<file path="config.mk">
export PLATFORM = sky130hd
export DESIGN_NAME = vga_draw_ctrl_flat
export DESIGN_NICKNAME = d
export VERILOG_FILES = /design/src/rtl/vga_draw_ctrl_if.sv /design/src/rtl/vga_draw_ctrl.sv /design/src/flat_wrapper.sv
export SDC_FILE = /design/constraint.sdc
export NUM_CORES = 1
export LEC_CHECK = 0
export ABC_AREA = 0
export BUFFER_PORTS_ARGS = -buffer_cell sky130_fd_sc_hd__buf_4
export CAP_MARGIN = 5
export CORE_AREA = 3 3 119 121
export CTS_BUF_LIST = sky130_fd_sc_hd__clkbuf_16
export CTS_CLUSTER_DIAMETER = 100
export DETAILED_ROUTE_END_ITERATION = 16
export DIE_AREA = 0 0 122 124
export GPL_ROUTABILITY_DRIVEN = 0
export GPL_TIMING_DRIVEN = 0
export PLACE_DENSITY_LB_ADDON = 0.25
export SLEW_MARGIN = 20
export SYNTH_ARGS = -nofsm -noshare
export SYNTH_HDL_FRONTEND = slang
export SYNTH_SLANG_ARGS = --single-unit
</file>
<file path="constraint.sdc">
create_clock -name clk -period 2.86 [get_ports clk]
set_input_delay 0 -clock clk [delete_from_list [all_inputs] [get_ports clk]]
set_output_delay 0 -clock clk [all_outputs]
set_load 0.05 [all_outputs]
</file>
<file path="src/rtl/vga_draw_ctrl_if.sv">
// ---------------------------------------------------------------------------
// vga_draw_ctrl_if
//
// Purpose
//   Bundles the two buses of the draw-command sequencer into one interface:
//     * the command handshake from the UART command decoder
//       (cmd_valid / cmd_ready plus the command payload), and
//     * the framebuffer back-buffer write port and swap handshake
//       (mem_addr / din / wen / swap_buf / swap_done).
//
// Modports
//   master : the side that issues commands and owns the framebuffer.
//            Drives cmd_* and swap_done; observes cmd_ready, mem_addr,
//            din, wen and swap_buf.
//   slave  : the sequencer (vga_draw_ctrl). Mirror image of master.
//
// Parameters
//   X_BITS, Y_BITS : coordinate widths. The command coordinates carry one
//                    extra bit so that values past the edge can be detected.
//   MEM_WIDTH      : pixel word width (colour format 0b00RRGGBB).
//   ADDR_WIDTH     : framebuffer address width.
//   The defaults match a 320x240 framebuffer with 8-bit pixels.
// ---------------------------------------------------------------------------
interface vga_draw_ctrl_if #(
    parameter int X_BITS     = 9,
    parameter int Y_BITS     = 8,
    parameter int MEM_WIDTH  = 8,
    parameter int ADDR_WIDTH = 17
);
    // Command handshake and payload
    logic                  cmd_valid;
    logic                  cmd_ready;
    logic [1:0]            cmd_op;
    logic [X_BITS:0]       cmd_x0;
    logic [Y_BITS:0]       cmd_y0;
    logic [X_BITS:0]       cmd_x1;
    logic [Y_BITS:0]       cmd_y1;
    logic [MEM_WIDTH-1:0]  cmd_color;

    // Framebuffer write port and swap handshake
    logic [ADDR_WIDTH-1:0] mem_addr;
    logic [MEM_WIDTH-1:0]  din;
    logic                  wen;
    logic                  swap_buf;
    logic                  swap_done;

    modport master (
        output cmd_valid,
        output cmd_op,
        output cmd_x0,
        output cmd_y0,
        output cmd_x1,
        output cmd_y1,
        output cmd_color,
        output swap_done,
        input  cmd_ready,
        input  mem_addr,
        input  din,
        input  wen,
        input  swap_buf
    );

    modport slave (
        input  cmd_valid,
        input  cmd_op,
        input  cmd_x0,
        input  cmd_y0,
        input  cmd_x1,
        input  cmd_y1,
        input  cmd_color,
        input  swap_done,
        output cmd_ready,
        output mem_addr,
        output din,
        output wen,
        output swap_buf
    );
endinterface

</file>
<file path="src/rtl/vga_draw_ctrl.sv">
// ---------------------------------------------------------------------------
// vga_draw_ctrl
//
// Purpose
//   Draw-command sequencer in front of the double-buffered VGA framebuffer.
//   Accepts CLEAR / PIXEL / RECT / SWAP commands over a valid/ready
//   handshake and expands the drawing commands into one back-buffer write
//   per cycle in raster order (x fastest). A SWAP command raises a one-cycle
//   swap request and then holds off further commands until the framebuffer
//   reports that the swap has been taken.
//
// Ports
//   clk      : system clock
//   rst      : asynchronous, active-low reset
//   bus      : vga_draw_ctrl_if.slave
//                cmd_valid/cmd_ready/cmd_op/cmd_x0/cmd_y0/cmd_x1/cmd_y1/
//                cmd_color  - command handshake from the UART decoder
//                mem_addr/din/wen - registered back-buffer write port
//                swap_buf   - one-cycle swap request
//                swap_done  - one-cycle swap-taken pulse from framebuffer
//   busy     : high whenever the sequencer is not idle
//   cmd_err  : one-cycle pulse when a command is rejected
//
// Configuration
//   VGA_DRAW_CLIP_EN : when defined, out-of-range coordinates are clamped to
//                      the last column/row and the command executes. When
//                      undefined (default), a PIXEL or RECT with any
//                      coordinate past the edge is rejected with cmd_err and
//                      nothing is written.
// ---------------------------------------------------------------------------
module vga_draw_ctrl #(
    parameter int RES_X      = 320,
    parameter int RES_Y      = 240,
    parameter int MEM_WIDTH  = 8,
    parameter int ADDR_WIDTH = $clog2(RES_X * RES_Y),
    parameter int X_BITS     = $clog2(RES_X),
    parameter int Y_BITS     = $clog2(RES_Y)
) (
    input  logic            clk,
    input  logic            rst,
    vga_draw_ctrl_if.slave  bus,
    output logic            busy,
    output logic            cmd_err
);

    // -----------------------------------------------------------------------
    // Types and constants
    // -----------------------------------------------------------------------
    typedef enum logic [1:0] {
        ST_IDLE      = 2'd0,
        ST_FILL      = 2'd1,
        ST_SWAP_REQ  = 2'd2,
        ST_SWAP_WAIT = 2'd3
    } state_t;

    typedef enum logic [1:0] {
        OP_CLEAR = 2'd0,
        OP_PIXEL = 2'd1,
        OP_RECT  = 2'd2,
        OP_SWAP  = 2'd3
    } op_t;

    // Last valid column/row, both at the internal width and at the wider
    // command width used for range checks.
    localparam logic [X_BITS-1:0]     X_LAST   = X_BITS'(RES_X - 1);
    localparam logic [Y_BITS-1:0]     Y_LAST   = Y_BITS'(RES_Y - 1);
    localparam logic [X_BITS:0]       X_LAST_W = (X_BITS + 1)'(RES_X - 1);
    localparam logic [Y_BITS:0]       Y_LAST_W = (Y_BITS + 1)'(RES_Y - 1);
    localparam logic [ADDR_WIDTH-1:0] ROW_STEP = ADDR_WIDTH'(RES_X);

    // -----------------------------------------------------------------------
    // State and datapath registers
    // -----------------------------------------------------------------------
    state_t                state_q,    state_d;
    logic [X_BITS-1:0]     x_q,        x_d;         // current column
    logic [X_BITS-1:0]     x_start_q,  x_start_d;   // left edge, reloaded per row
    logic [X_BITS-1:0]     x_end_q,    x_end_d;     // right edge, inclusive
    logic [Y_BITS-1:0]     y_q,        y_d;         // current row
    logic [Y_BITS-1:0]     y_end_q,    y_end_d;     // bottom edge, inclusive
    logic [ADDR_WIDTH-1:0] row_base_q, row_base_d;  // y_q * RES_X, kept incrementally
    logic [ADDR_WIDTH-1:0] mem_addr_q, mem_addr_d;
    logic [MEM_WIDTH-1:0]  din_q,      din_d;
    logic                  wen_q,      wen_d;
    logic                  swap_buf_q, swap_buf_d;
    logic                  cmd_err_q,  cmd_err_d;

    // -----------------------------------------------------------------------
    // Handshake
    // -----------------------------------------------------------------------
    logic cmd_ready_int;
    logic cmd_accept;
    op_t  cmd_op;

    // Gated by rst so that cmd_ready reads 0 while reset is held and rises
    // as soon as reset releases (the state register is already IDLE).
    assign cmd_ready_int = rst && (state_q == ST_IDLE);
    assign cmd_accept    = bus.cmd_valid && cmd_ready_int;
    assign cmd_op        = op_t'(bus.cmd_op);

    // -----------------------------------------------------------------------
    // Command decode: build the normalised rectangle for the incoming
    // command and decide whether it is in range.
    // -----------------------------------------------------------------------
    logic [X_BITS:0]       rx0, rx1;
    logic [Y_BITS:0]       ry0, ry1;
    logic [X_BITS-1:0]     nx_lo, nx_hi;
    logic [Y_BITS-1:0]     ny_lo, ny_hi;
    logic                  range_err;
    logic [ADDR_WIDTH-1:0] first_row;

    always_comb begin
        rx0 = bus.cmd_x0;
        ry0 = bus.cmd_y0;
        rx1 = bus.cmd_x1;
        ry1 = bus.cmd_y1;

        // A PIXEL is a 1x1 rectangle; its x1/y1 inputs are don't-care.
        if (cmd_op == OP_PIXEL) begin
            rx1 = bus.cmd_x0;
            ry1 = bus.cmd_y0;
        end

`ifdef VGA_DRAW_CLIP_EN
        // Clamp each corner to the screen before normalising.
        range_err = 1'b0;
        if (rx0 > X_LAST_W) rx0 = X_LAST_W;
        if (rx1 > X_LAST_W) rx1 = X_LAST_W;
        if (ry0 > Y_LAST_W) ry0 = Y_LAST_W;
        if (ry1 > Y_LAST_W) ry1 = Y_LAST_W;
`else
        range_err = (rx0 > X_LAST_W) || (rx1 > X_LAST_W) ||
                    (ry0 > Y_LAST_W) || (ry1 > Y_LAST_W);
`endif

        // Normalise so that lo <= hi on both axes. When range_err is set
        // the truncated values below are never loaded.
        if (rx0 <= rx1) begin
            nx_lo = rx0[X_BITS-1:0];
            nx_hi = rx1[X_BITS-1:0];
        end else begin
            nx_lo = rx1[X_BITS-1:0];
            nx_hi = rx0[X_BITS-1:0];
        end
        if (ry0 <= ry1) begin
            ny_lo = ry0[Y_BITS-1:0];
            ny_hi = ry1[Y_BITS-1:0];
        end else begin
            ny_lo = ry1[Y_BITS-1:0];
            ny_hi = ry0[Y_BITS-1:0];
        end

        // CLEAR ignores all coordinates and covers the full screen.
        if (cmd_op == OP_CLEAR) begin
            nx_lo     = '0;
            nx_hi     = X_LAST;
            ny_lo     = '0;
            ny_hi     = Y_LAST;
            range_err = 1'b0;
        end

        // Only the starting row base needs y*RES_X. RES_X is a constant, so
        // this reduces to a few shifted adds; every later row is reached by
        // adding ROW_STEP.
        first_row = ADDR_WIDTH'(ny_lo) * ROW_STEP;
    end

    // -----------------------------------------------------------------------
    // Next-state and output logic
    // -----------------------------------------------------------------------
    always_comb begin
        state_d    = state_q;
        x_d        = x_q;
        x_start_d  = x_start_q;
        x_end_d    = x_end_q;
        y_d        = y_q;
        y_end_d    = y_end_q;
        row_base_d = row_base_q;
        mem_addr_d = mem_addr_q;
        din_d      = din_q;
        wen_d      = 1'b0;
        swap_buf_d = 1'b0;
        cmd_err_d  = 1'b0;

        unique case (state_q)
            ST_IDLE: begin
                if (cmd_accept) begin
                    if (cmd_op == OP_SWAP) begin
                        swap_buf_d = 1'b1;
                        state_d    = ST_SWAP_REQ;
                    end else if (range_err) begin
                        cmd_err_d  = 1'b1;
                    end else begin
                        // Load the rectangle and issue the first write on
                        // the very next cycle.
                        x_d        = nx_lo;
                        x_start_d  = nx_lo;
                        x_end_d    = nx_hi;
                        y_d        = ny_lo;
                        y_end_d    = ny_hi;
                        row_base_d = first_row;
                        mem_addr_d = first_row + ADDR_WIDTH'(nx_lo);
                        din_d      = bus.cmd_color;
                        wen_d      = 1'b1;
                        state_d    = ST_FILL;
                    end
                end
            end

            ST_FILL: begin
                // The registered outputs currently present pixel (x_q, y_q);
                // work out the one after it.
                if (x_q == x_end_q) begin
                    if (y_q == y_end_q) begin
                        state_d = ST_IDLE;
                    end else begin
                        x_d        = x_start_q;
                        y_d        = y_q + Y_BITS'(1);
                        row_base_d = row_base_q + ROW_STEP;
                        mem_addr_d = row_base_q + ROW_STEP + ADDR_WIDTH'(x_start_q);
                        wen_d      = 1'b1;
                    end
                end else begin
                    x_d        = x_q + X_BITS'(1);
                    mem_addr_d = mem_addr_q + ADDR_WIDTH'(1);
                    wen_d      = 1'b1;
                end
            end

            ST_SWAP_REQ: begin
                // swap_buf_q is high for this single cycle.
                state_d = ST_SWAP_WAIT;
            end

            ST_SWAP_WAIT: begin
                if (bus.swap_done) begin
                    state_d = ST_IDLE;
                end
            end

            default: begin
                state_d = ST_IDLE;
            end
        endcase
    end

    // -----------------------------------------------------------------------
    // Registers
    // -----------------------------------------------------------------------
    always_ff @(posedge clk or negedge rst) begin
        if (!rst) begin
            state_q    <= ST_IDLE;
            x_q        <= '0;
            x_start_q  <= '0;
            x_end_q    <= '0;
            y_q        <= '0;
            y_end_q    <= '0;
            row_base_q <= '0;
            mem_addr_q <= '0;
            din_q      <= '0;
            wen_q      <= 1'b0;
            swap_buf_q <= 1'b0;
            cmd_err_q  <= 1'b0;
        end else begin
            state_q    <= state_d;
            x_q        <= x_d;
            x_start_q  <= x_start_d;
            x_end_q    <= x_end_d;
            y_q        <= y_d;
            y_end_q    <= y_end_d;
            row_base_q <= row_base_d;
            mem_addr_q <= mem_addr_d;
            din_q      <= din_d;
            wen_q      <= wen_d;
            swap_buf_q <= swap_buf_d;
            cmd_err_q  <= cmd_err_d;
        end
    end

    // -----------------------------------------------------------------------
    // Outputs
    // -----------------------------------------------------------------------
    assign bus.cmd_ready = cmd_ready_int;
    assign bus.mem_addr  = mem_addr_q;
    assign bus.din       = din_q;
    assign bus.wen       = wen_q;
    assign bus.swap_buf  = swap_buf_q;
    assign busy          = (state_q != ST_IDLE);
    assign cmd_err       = cmd_err_q;

endmodule

</file>
<file path="src/flat_wrapper.sv">
// flat-port wrapper written by rule: the top's interface ports become plain ports
module vga_draw_ctrl_flat 
#(
    parameter int RES_X      = 320,
    parameter int RES_Y      = 240,
    parameter int MEM_WIDTH  = 8,
    parameter int ADDR_WIDTH = $clog2(RES_X * RES_Y),
    parameter int X_BITS     = $clog2(RES_X),
    parameter int Y_BITS     = $clog2(RES_Y)
)
  (clk, rst, busy, cmd_err, bus_cmd_valid, bus_cmd_op, bus_cmd_x0, bus_cmd_y0, bus_cmd_x1, bus_cmd_y1, bus_cmd_color, bus_swap_done, bus_cmd_ready, bus_mem_addr, bus_din, bus_wen, bus_swap_buf);
  vga_draw_ctrl_if #(.X_BITS(X_BITS), .Y_BITS(Y_BITS), .MEM_WIDTH(MEM_WIDTH), .ADDR_WIDTH(ADDR_WIDTH)) bus_i ();
  input  logic clk;
  input  logic rst;
  output logic busy;
  output logic cmd_err;
  input wire logic [$bits(bus_i.cmd_valid)-1:0] bus_cmd_valid;
  input wire logic [$bits(bus_i.cmd_op)-1:0] bus_cmd_op;
  input wire logic [$bits(bus_i.cmd_x0)-1:0] bus_cmd_x0;
  input wire logic [$bits(bus_i.cmd_y0)-1:0] bus_cmd_y0;
  input wire logic [$bits(bus_i.cmd_x1)-1:0] bus_cmd_x1;
  input wire logic [$bits(bus_i.cmd_y1)-1:0] bus_cmd_y1;
  input wire logic [$bits(bus_i.cmd_color)-1:0] bus_cmd_color;
  input wire logic [$bits(bus_i.swap_done)-1:0] bus_swap_done;
  output wire logic [$bits(bus_i.cmd_ready)-1:0] bus_cmd_ready;
  output wire logic [$bits(bus_i.mem_addr)-1:0] bus_mem_addr;
  output wire logic [$bits(bus_i.din)-1:0] bus_din;
  output wire logic [$bits(bus_i.wen)-1:0] bus_wen;
  output wire logic [$bits(bus_i.swap_buf)-1:0] bus_swap_buf;
  assign bus_i.cmd_valid = bus_cmd_valid;
  assign bus_i.cmd_op = bus_cmd_op;
  assign bus_i.cmd_x0 = bus_cmd_x0;
  assign bus_i.cmd_y0 = bus_cmd_y0;
  assign bus_i.cmd_x1 = bus_cmd_x1;
  assign bus_i.cmd_y1 = bus_cmd_y1;
  assign bus_i.cmd_color = bus_cmd_color;
  assign bus_i.swap_done = bus_swap_done;
  assign bus_cmd_ready = bus_i.cmd_ready;
  assign bus_mem_addr = bus_i.mem_addr;
  assign bus_din = bus_i.din;
  assign bus_wen = bus_i.wen;
  assign bus_swap_buf = bus_i.swap_buf;
  vga_draw_ctrl #(.RES_X(RES_X), .RES_Y(RES_Y), .MEM_WIDTH(MEM_WIDTH), .ADDR_WIDTH(ADDR_WIDTH), .X_BITS(X_BITS), .Y_BITS(Y_BITS)) u_core (.clk(clk), .rst(rst), .bus(bus_i), .busy(busy), .cmd_err(cmd_err));
endmodule
</file>
; ---- Word level (Yosys, flattened, before mapping)
; Index checks and enable logic that the tools add are counted.
[totals]
out_inout_bits = 30
ff_bits = 90
[op_classes]
eq_ne = 16
mux = 55
n_mul = 1
reduce_logical = 13
order_cmp = 6
bitwise = 2
n_addsub = 6
[ops]
columns = op, count
row1 = $mux W17, 10
row2 = $mux W9, 10
row3 = $mux W8, 9
row4 = $pmux W17 S2, 2
row5 = $add A17 B9 Y17, 2
row6 = $gt A10 B9 Y1 const B, 2
row7 = $gt A9 B8 Y1 const B, 2
row8 = $pmux W9 S2, 1
row9 = $add A17 B1 Y17 const B, 1
row10 = $add A17 B9 Y17 const B, 1
row11 = $pmux W8 S2, 1
row12 = $mux W1, 13
row13 = $mux W2, 6
row14 = $mul A8 B3 Y11 const B, 1
row15 = $le A10 B10 Y1, 1
row16 = $mux W10, 1
row17 = $reduce_and A5 Y1, 2
row18 = $add A9 B1 Y9 const B, 1
row19 = $eq A9 B9 Y1, 1
row20 = $le A9 B9 Y1, 1
row21 = $add A8 B1 Y8 const B, 1
row22 = $eq A8 B8 Y1, 1
row23 = $ne A2 B2 Y1 const B, 4
row24 = $pmux W2 S4, 1
row25 = 12 further kinds, 24

; ---- Longest topological paths before layout
; Gate-level depths: netlist (run 1).
[logic_depth]
depth_word = 11
ltp_mapped = 26
depth_no_buf = 22

; ---- Least setup slack after synthesis (run 1)
; Ideal clock, no wire load.
[synth_timing]
path_kind = input-to-reg
from = input bus_cmd_op[1]
to = register u_core.mem_addr_q[16], in the netlist u_core.bus.mem_addr[16]
slack_ps = -1947
arrival_ps = 4724
required_ps = 2777
n_path_buf = 3
setup_ps = 83
path_stages = 25
path_cell_list = buf_2 > nand2b_4 > buf_2 > buf_2 > nand2_1 > nand2_1 > inv_1 > ha_1 > a211o_1 > a21o_1 > o32a_4 > nand2_2 > mux2_2 > a22o_1 > ha_1 > ha_1 > fa_1 > a21o_1 > a21oi_1 > xnor2_1 > nand2_1 > nor2_1 > nand3_1 > or3_1 > o21ai_0
[synth_between]
elab_chain_cells = 11
elab_cells_between_ends = 26
[synth_lines]
columns = item, line
row1 = from (decl), flat_wrapper.sv:18  ; input wire logic [$bits(bus_i.cmd_op)-1:0] bus_cmd_op;
row2 = $eq A2 B1 Y1, vga_draw_ctrl.sv:118  ; if (cmd_op == OP_PIXEL) begin
row3 = $mux W9, vga_draw_ctrl.sv:118
row4 = $le A9 B9 Y1, vga_draw_ctrl.sv:144  ; if (ry0 <= ry1) begin
row5 = $mux W8, vga_draw_ctrl.sv:144
row6 = $mux W8, vga_draw_ctrl.sv:153  ; if (cmd_op == OP_CLEAR) begin
row7 = $mul A8 B3 Y11, vga_draw_ctrl.sv:164  ; first_row = ADDR_WIDTH'(ny_lo) * ROW_STEP;
row8 = $add A17 B9 Y17, vga_draw_ctrl.sv:201  ; mem_addr_d = first_row + ADDR_WIDTH'(nx_lo);
row9 = $mux W17, vga_draw_ctrl.sv:190  ; end else if (range_err) begin
row10 = $mux W17, vga_draw_ctrl.sv:187  ; if (cmd_op == OP_SWAP) begin
row11 = $mux W17, vga_draw_ctrl.sv:186  ; if (cmd_accept) begin
row12 = $pmux W17 S2, vga_draw_ctrl.sv:184  ; unique case (state_q)
row13 = to (signal assigned), vga_draw_ctrl.sv:271  ; mem_addr_q <= mem_addr_d;
row14 = to (decl), vga_draw_ctrl.sv:81  ; logic [ADDR_WIDTH-1:0] mem_addr_q, mem_addr_d;
; Parallel ways exist; a longest one is shown, timed or not. The select of a mux whose other input is x is not followed.
; A chain may end at the register's enable or synchronous reset.

; ---- Final worst setup path (run 1)
[layout_timing]
from = input bus_cmd_op[0]
to = register u_core.mem_addr_q[15], in the netlist u_core.bus.mem_addr[15]
; Same word-level chain as after synthesis.

==> flow_metrics.env, run 1 <==
export IMPL_r2r_cells=10
export IMPL_hold_path_class="primary input to asynchronous set/reset pin"
export IMPL_synth_seq_area_share_pct=32.0
export IMPL_worstSetupStartpointType="primary input"
export IMPL_grt_pass1_vias=6450
export IMPL_reg2reg_slack_ns=-0.10
export IMPL_hold_violations=84
export IMPL_viasPerCell=5.94
export IMPL_synth_compound_area_share_pct=21.9
export IMPL_antenna_left=0
export IMPL_required_ns=3.11
export IMPL_grt_max_degree=87
export IMPL_critPathCaptureType="flip-flop"
export IMPL_core_um2=13200
export IMPL_leakagePower_nw=4.18
export IMPL_insertion_delay_ns=0.35
export IMPL_violations="negative hold slack, negative setup slack"
export IMPL_antenna_found_initial=0
export IMPL_synth_cell_types=75
export IMPL_syn_num_nets=900
export IMPL_grt_overflow=0
export IMPL_netlist_area_um2=6560
export IMPL_final_setup_viol_count=23
export IMPL_slew_headroom_pct=33.9
export IMPL_clkTransAtPathRegs_ns=0.06
export IMPL_fp_dieH_um=124
export IMPL_hold_buffers=16
export IMPL_clock_skew_ns=0.00792
export IMPL_cts_tree="done"
export IMPL_fmaxAchievable_mhz=249
export IMPL_r2r_end="u_core.bus.mem_addr[16]$_DFFE_PN0P_"
export IMPL_diodes=0
export IMPL_first_iter_violations=599
export IMPL_p_total_mw=4.12
export IMPL_boundaryPins=82
export IMPL_cts_sinks=84
export IMPL_wirelength_mm=21.4
export IMPL_avgSynthCellArea_um2=8.13
export IMPL_drive_above_1_share_pct=28.6
export IMPL_grt_pass1_wl_mm=33.1
export IMPL_synthAdderAreaFrac_pct=8.05
export IMPL_critical_path_class="primary input to flip-flop"
export IMPL_ys_warnings_count=0
export IMPL_cts_buffers=9
export IMPL_status="finished, violations left"
export IMPL_die_area_um2=15100
export IMPL_dpl_hpwl_mm=14.4
export IMPL_grtUsageTotal_pct=28.0
export IMPL_grt_setup_unrepaired="true"
export IMPL_max_cap_viol_count=0
export IMPL_initial_core_util_pct=49.7
export IMPL_postLayoutCoreUtil_pct=68.0
export IMPL_yosys_area_share_simple_pct=21.0
export IMPL_fillers=1015
export IMPL_rows=42
export IMPL_synth_top_family_by_area="compound AO/OA/AOI/OAI gates"
export IMPL_synth_mux_area_share_pct=4.37
export IMPL_ir_drop_mv=0.326
export IMPL_clk_path_buf_depth=2
export IMPL_cts_root_buffer="clkbuf_16"
export IMPL_period_needed_ns=4.02
export IMPL_synth_edf_count=0
export IMPL_syn_inst=807
export IMPL_fin_crit_sh_pct=141
export IMPL_nNetsFinal=1063
export IMPL_drt_drc_violations_left=0
export IMPL_async_flop_share_pct=100
export IMPL_portBuffers=79
export IMPL_synthFlopType="dfrtp_1"
export IMPL_area_growth_syn_to_layout_pct=36.8
export IMPL_vias=6821
export IMPL_r2r_start="u_core.row_base_q[6]$_DFFE_PN0P_"
export IMPL_first_pass_iters=5
export IMPL_route_detailed_wl_per_inst_um=18.6
export IMPL_fin_worst_hold_slack_ns=-0.301
export IMPL_worstPathMaxFanout=7
export IMPL_die_w_um=122
export IMPL_power_density_nw_per_um2=459
export IMPL_crit_arrival_ns=4.27
export IMPL_cts_htree_levels=3
export IMPL_fin_ws_ns=-1.16
export IMPL_synth_xor_xnor_area_share_pct=7.59
export IMPL_synth_seq_cells=84
export IMPL_tightest_slew_ns=0.992
export IMPL_slew_viol_final=0
==> kinds of logic after synthesis <==
family / Yosys count
mux: 28
xor+xnor: 56
simple gates: 301
compound gates: 225
buf+inv: 72
flops: 84
fa+ha+maj: 41
==> synthesized netlist by cell type (5+ instances only) <==
cell type  number  area share (%)
nor3_1         17             1.3
clkbuf_1       14            0.80
o21ai_0        59             4.5
a21o_1          7            0.80
xnor2_1        34             4.5
o22ai_1         9            0.86
inv_1          34             1.9
a21oi_1        77             5.9
o21ai_1         5            0.38
ha_1           39             7.4
a31oi_1         8            0.76
nor2_1         78             4.5
o21a_1          7            0.80
a22o_1          7            0.93
a211oi_1       10             1.1
and3_1         11             1.0
nand3_1        20             1.5
nand4_1        11             1.0
and2_1          5            0.48
buf_2          15             1.1
xor2_1         21             2.8
nor2b_1         5            0.48
nand2_1       126             7.2
mux2i_1        23             3.5
o31ai_1         6            0.69
buf_4           5            0.57
dfrtp_1        84              32
==> layout by cell type, fill, tap and decap left out, drive strengths merged, types with 35 or more instances in the layout <==
master and n:
dfrtp 84, o21ai 65, ha 39, inv 35, buf 159, a21oi 79
nand2 127, xnor2 35, nor2 79
==> registers in the layout, indices dropped and copies added, names as in the netlist <==
signal / count
u_core.cmd_err: 1
u_core.x_start_q: 9
u_core.bus.swap_buf: 1
u_core.y_q: 8
u_core.y_end_q: 8
u_core.bus.din: 8
u_core.bus.mem_addr: 17
u_core.x_q: 9
u_core.row_base_q: 11
u_core.x_end_q: 9
u_core.state_q: 2
u_core.bus.wen: 1
==> worst max path at each step <==
stage,from,to
CTS,bus_cmd_op[1],u_core.bus.mem_addr[15]$_DFFE_PN0P_
global placement,bus_cmd_op[1],u_core.bus.mem_addr[16]$_DFFE_PN0P_
finish,bus_cmd_op[0],u_core.bus.mem_addr[15]$_DFFE_PN0P_
detailed placement,bus_cmd_op[1],u_core.bus.mem_addr[16]$_DFFE_PN0P_
floorplan,bus_cmd_op[1],u_core.bus.mem_addr[16]$_DFFE_PN0P_
global route,bus_cmd_op[1],u_core.bus.mem_addr[15]$_DFFE_PN0P_
==> area by class of cell <==
class	count	area, um^2	share of cell area (%)
clock inverters	5	103	1.14
repair buffers	152	1200	13.4
well taps	176	220	2.45
inverters	35	131	1.46
clock buffers	9	225	2.51
plain buffers	37	270	3.01
multi-input cells	651	4720	52.6
flip-flops and latches	84	2100	23.4
==> report_power, final <==
group / switching (mW) / internal (mW) / total [mW]
sequential: 0.0222 / 1.20 / 1.23
combinational: 0.774 / 0.766 / 1.54
clock: 0.509 / 0.843 / 1.35
total: 1.30 / 2.81 / 4.12
==> worst max-delay path, stage by stage <==
cell       delay, ns
buf_12          0.11
nor2b_4         0.12
buf_6           0.11
clkbuf_16       0.15
nand2_4         0.06
nand2_2         0.06
inv_2           0.07
ha_4            0.20
a211o_1         0.32
a21o_1          0.20
buf_4           0.14
o32ai_1         0.20
o21ai_0         0.13
o21ai_0         0.21
nor2_2          0.16
ha_4            0.24
ha_4            0.16
fa_2            0.33
a21o_1          0.18
a21oi_2         0.20
nor2b_1         0.07
o21ai_1         0.12
nand2b_1        0.10
xnor2_2         0.22
xnor2_1         0.12
a221oi_2        0.29
==> stage by stage <==
step                worst slack [ns]  TNS [ns]  instance area [um^2]  instances
floorplan                      -1.42    -16.31                  6720        807
global placement               -2.09    -29.41                  7540       1062
detailed placement             -2.11    -30.18                  7540       1062
CTS                            -1.25    -15.67                  8720       1143
global route                   -1.30    -19.93                  8970       1149
finish                         -1.16    -16.95                  8970       1149
==> routing by layer <==
metal	vias up	GRT usage (%)	share of wire (%)
met1	3265	37.7	42
met4	0	10.4	2.6
met5	-	0	0
met3	56	3.36	6.8
met2	322	46.6	48
li1	3178	-	-
==> timing repair <==
item,CTS,global route
gates cloned,0,0
gates resized for setup,64,46
buffers inserted,52,6
pin swaps,38,29
hold endpoints to repair,101,84
endpoints found under the setup margin,20,34
No activity file was read; power rests on OpenSTA's default activity.
==> run 2: changes to the inputs <==
--- a/config.mk
+++ b/config.mk
@@ -8,13 +8,15 @@
 export ABC_AREA = 0
 export BUFFER_PORTS_ARGS = -buffer_cell sky130_fd_sc_hd__buf_4
 export CAP_MARGIN = 5
-export CORE_AREA = 3 3 119 121
+export CELL_PAD_IN_SITES_DETAIL_PLACEMENT = 1
+export CELL_PAD_IN_SITES_GLOBAL_PLACEMENT = 1
+export CORE_AREA = 3 3 127 129
 export CTS_BUF_LIST = sky130_fd_sc_hd__clkbuf_16
 export CTS_CLUSTER_DIAMETER = 100
 export DETAILED_ROUTE_END_ITERATION = 16
-export DIE_AREA = 0 0 122 124
+export DIE_AREA = 0 0 130 132
 export GPL_ROUTABILITY_DRIVEN = 0
-export GPL_TIMING_DRIVEN = 0
+export GPL_TIMING_DRIVEN = 1
 export PLACE_DENSITY_LB_ADDON = 0.25
 export SLEW_MARGIN = 20
 export SYNTH_ARGS = -nofsm -noshare
==> flow_metrics.env, run 2 (synthesis gave the netlist of run 1 again) <==
export IMPL_rows=45
export IMPL_cts_root_buffer="clkbuf_16"
export IMPL_final_setup_viol_count=25
export IMPL_grt_pass1_wl_mm=43.2
export IMPL_dp_slack_ns=-1.62
export IMPL_crit_buf_inv=3
export IMPL_required_ns=3.13
export IMPL_place_area_um2=8220
export IMPL_diodes=0
export IMPL_hold_violations=0
export IMPL_die_w_um=130
export IMPL_clkTransAtPathRegs_ns=0.07
export IMPL_hold_path_class="primary input to flip-flop"
export IMPL_die_area_um2=17200
export IMPL_fin_area_um2=9460
export IMPL_postLayoutCoreUtil_pct=62.4
export IMPL_core_um2=15100
export IMPL_antenna_found_initial=0
export IMPL_cp_cell_sequence="buf_8 -> nand2b_4 -> nand2_1 -> nand2_2 -> inv_1 -> ha_1 -> nand4_1 -> a21o_1 -> o32a_4 -> nand2_4 -> mux2_4 -> a22o_4 -> ha_4 -> buf_6 -> fa_2 -> a21o_1 -> a21oi_2 -> nor2b_1 -> o21ai_1 -> nand2b_1 -> xnor2_2 -> xnor2_1 -> a221oi_2"
export IMPL_violations="negative setup slack"
export IMPL_fin_ws_ns=-1.36
export IMPL_nNetsFinal=1116
export IMPL_grt_overflow=0
export IMPL_clock_skew_ns=0.0130
export IMPL_holdCritStartpoint="bus_cmd_x0[0]"
export IMPL_wirelength_mm=31.7
export IMPL_area_growth_syn_to_layout_pct=44.1
export IMPL_cts_htree_levels=3
export IMPL_vias=7690
export IMPL_mostFrequentLayoutCells="buf_4 (217), nand2_1 (115), dfrtp_1 (84)"
export IMPL_cpMostUsedCell="a21o_1"
export IMPL_viasPerCell=6.32
export IMPL_cp_top_family="compound AO/OA/AOI/OAI gates"
export IMPL_cts_buffers=9
export IMPL_drive_above_1_share_pct=35.3
export IMPL_fin_crit_sh_pct=148
export IMPL_critPathCaptureType="flip-flop"
export IMPL_boundaryPins=82
export IMPL_worstPathMaxFanout=8
export IMPL_cp_slowest_stage_delay_ns=0.41
export IMPL_tightest_slew_ns=1.14
export IMPL_fmaxAchievable_mhz=237
export IMPL_status="finished, violations left"
export IMPL_r2r_start="u_core.row_base_q[6]$_DFFE_PN0P_"
export IMPL_first_pass_iters=5
export IMPL_cts_tree="done"
export IMPL_portBuffers=81
export IMPL_max_cap_viol_count=0
export IMPL_slew_headroom_pct=24.0
export IMPL_route_detailed_wl_per_inst_um=26.0
export IMPL_critPathSlowestCell="fa_2"
export IMPL_worstSetupStartpointType="primary input"
export IMPL_grt_setup_unrepaired="true"
export IMPL_holdPathEnd="u_core.x_end_q[0]$_DFFE_PN0P_"
export IMPL_r2r_cells=10
export IMPL_first_iter_violations=687
export IMPL_critical_path_class="primary input to flip-flop"
export IMPL_final_cells=1216
export IMPL_leakagePower_nw=4.49
export IMPL_fin_worst_hold_slack_ns=0.0714
export IMPL_crit_arrival_ns=4.49
export IMPL_period_needed_ns=4.22
export IMPL_initial_core_util_pct=43.3
export IMPL_slew_viol_final=0
export IMPL_reg2reg_slack_ns=-0.14
export IMPL_drt_drc_violations_left=0
export IMPL_largest_register_ffs=17
export IMPL_clk_path_buf_depth=2
export IMPL_place_inst=1155
export IMPL_worstHoldPathCells=4
export IMPL_dpl_hpwl_mm=17.8
export IMPL_insertion_delay_ns=0.37
export IMPL_r2r_end="u_core.bus.mem_addr[16]$_DFFE_PN0P_"
export IMPL_cts_sinks=84
export IMPL_ir_drop_mv=0.323
export IMPL_antenna_left=0
export IMPL_cp_depth=23
export IMPL_fp_dieH_um=132
export IMPL_grtUsageTotal_pct=31.8
export IMPL_mostFrequentLayoutCell="buf_4"
export IMPL_power_density_nw_per_um2=474
export IMPL_grt_pass1_vias=8132
export IMPL_grt_max_degree=49
## run 2: tightest hold or removal path: cells and delay by family
kind,cells,cell delay [ns]
buffers and inverters,2,0.18
muxes,1,0.06
AOI/OAI and AO/OA,1,0.15
## run 2: what timing repair did
action,CTS,global route
setup buffers,18,21
hold endpoints to repair,93,0
setup endpoints to repair,22,34
hold buffers,10,0
pin swaps,27,47
resized for setup,56,62
## run 2: per-layer routing
metal	vias to the layer above	global-route usage [%]	wire, um
met5	-	0	0
met4	0	14.5	1860
met3	138	4.42	1950
met2	436	54.7	16000
met1	3832	39.1	11800
li1	3284	-	-
## run 2: power breakdown
part | leakage, nW | internal, mW | switching (mW)
clock network | 0.156 | 0.773 | 0.581
registers | 1.10 | 1.20 | 0.0286
logic | 3.24 | 0.935 | 0.958
total | 4.49 | 2.91 | 1.57
## run 2: how the worst max path moves through the flow
stage                        startpoint                             endpoint  slack, ns
after floorplan           bus_cmd_op[1]  u_core.bus.mem_addr[16]$_DFFE_PN0P_      -1.42
after global placement    bus_cmd_op[0]  u_core.bus.mem_addr[16]$_DFFE_PN0P_      -1.34
after detailed placement  bus_cmd_op[0]  u_core.bus.mem_addr[15]$_DFFE_PN0P_      -1.62
after CTS                 bus_cmd_op[1]  u_core.bus.mem_addr[16]$_DFFE_PN0P_      -1.06
after global routing      bus_cmd_op[1]  u_core.bus.mem_addr[15]$_DFFE_PN0P_      -1.47
final                     bus_cmd_op[1]  u_core.bus.mem_addr[15]$_DFFE_PN0P_      -1.36
## run 2: through the flow
stage / total power [mW] / TNS, ns
floorplan: 1.95 / -16.31
global placement: 2.50 / -19.61
detailed placement: 2.56 / -27.18
CTS: 4.10 / -12.67
global route: 4.62 / -20.62
finish: 4.48 / -17.41
## run 2: final cells by class
type / instances / area (um^2)
Fill cell: 1733 / 5690
Multi-Input combinational cell: 651 / 4750
Sequential cell: 84 / 2100
Timing Repair Buffer: 242 / 1910
Tap cell: 188 / 235
Clock buffer: 9 / 225
Inverter: 35 / 131
Clock inverter: 7 / 98.8
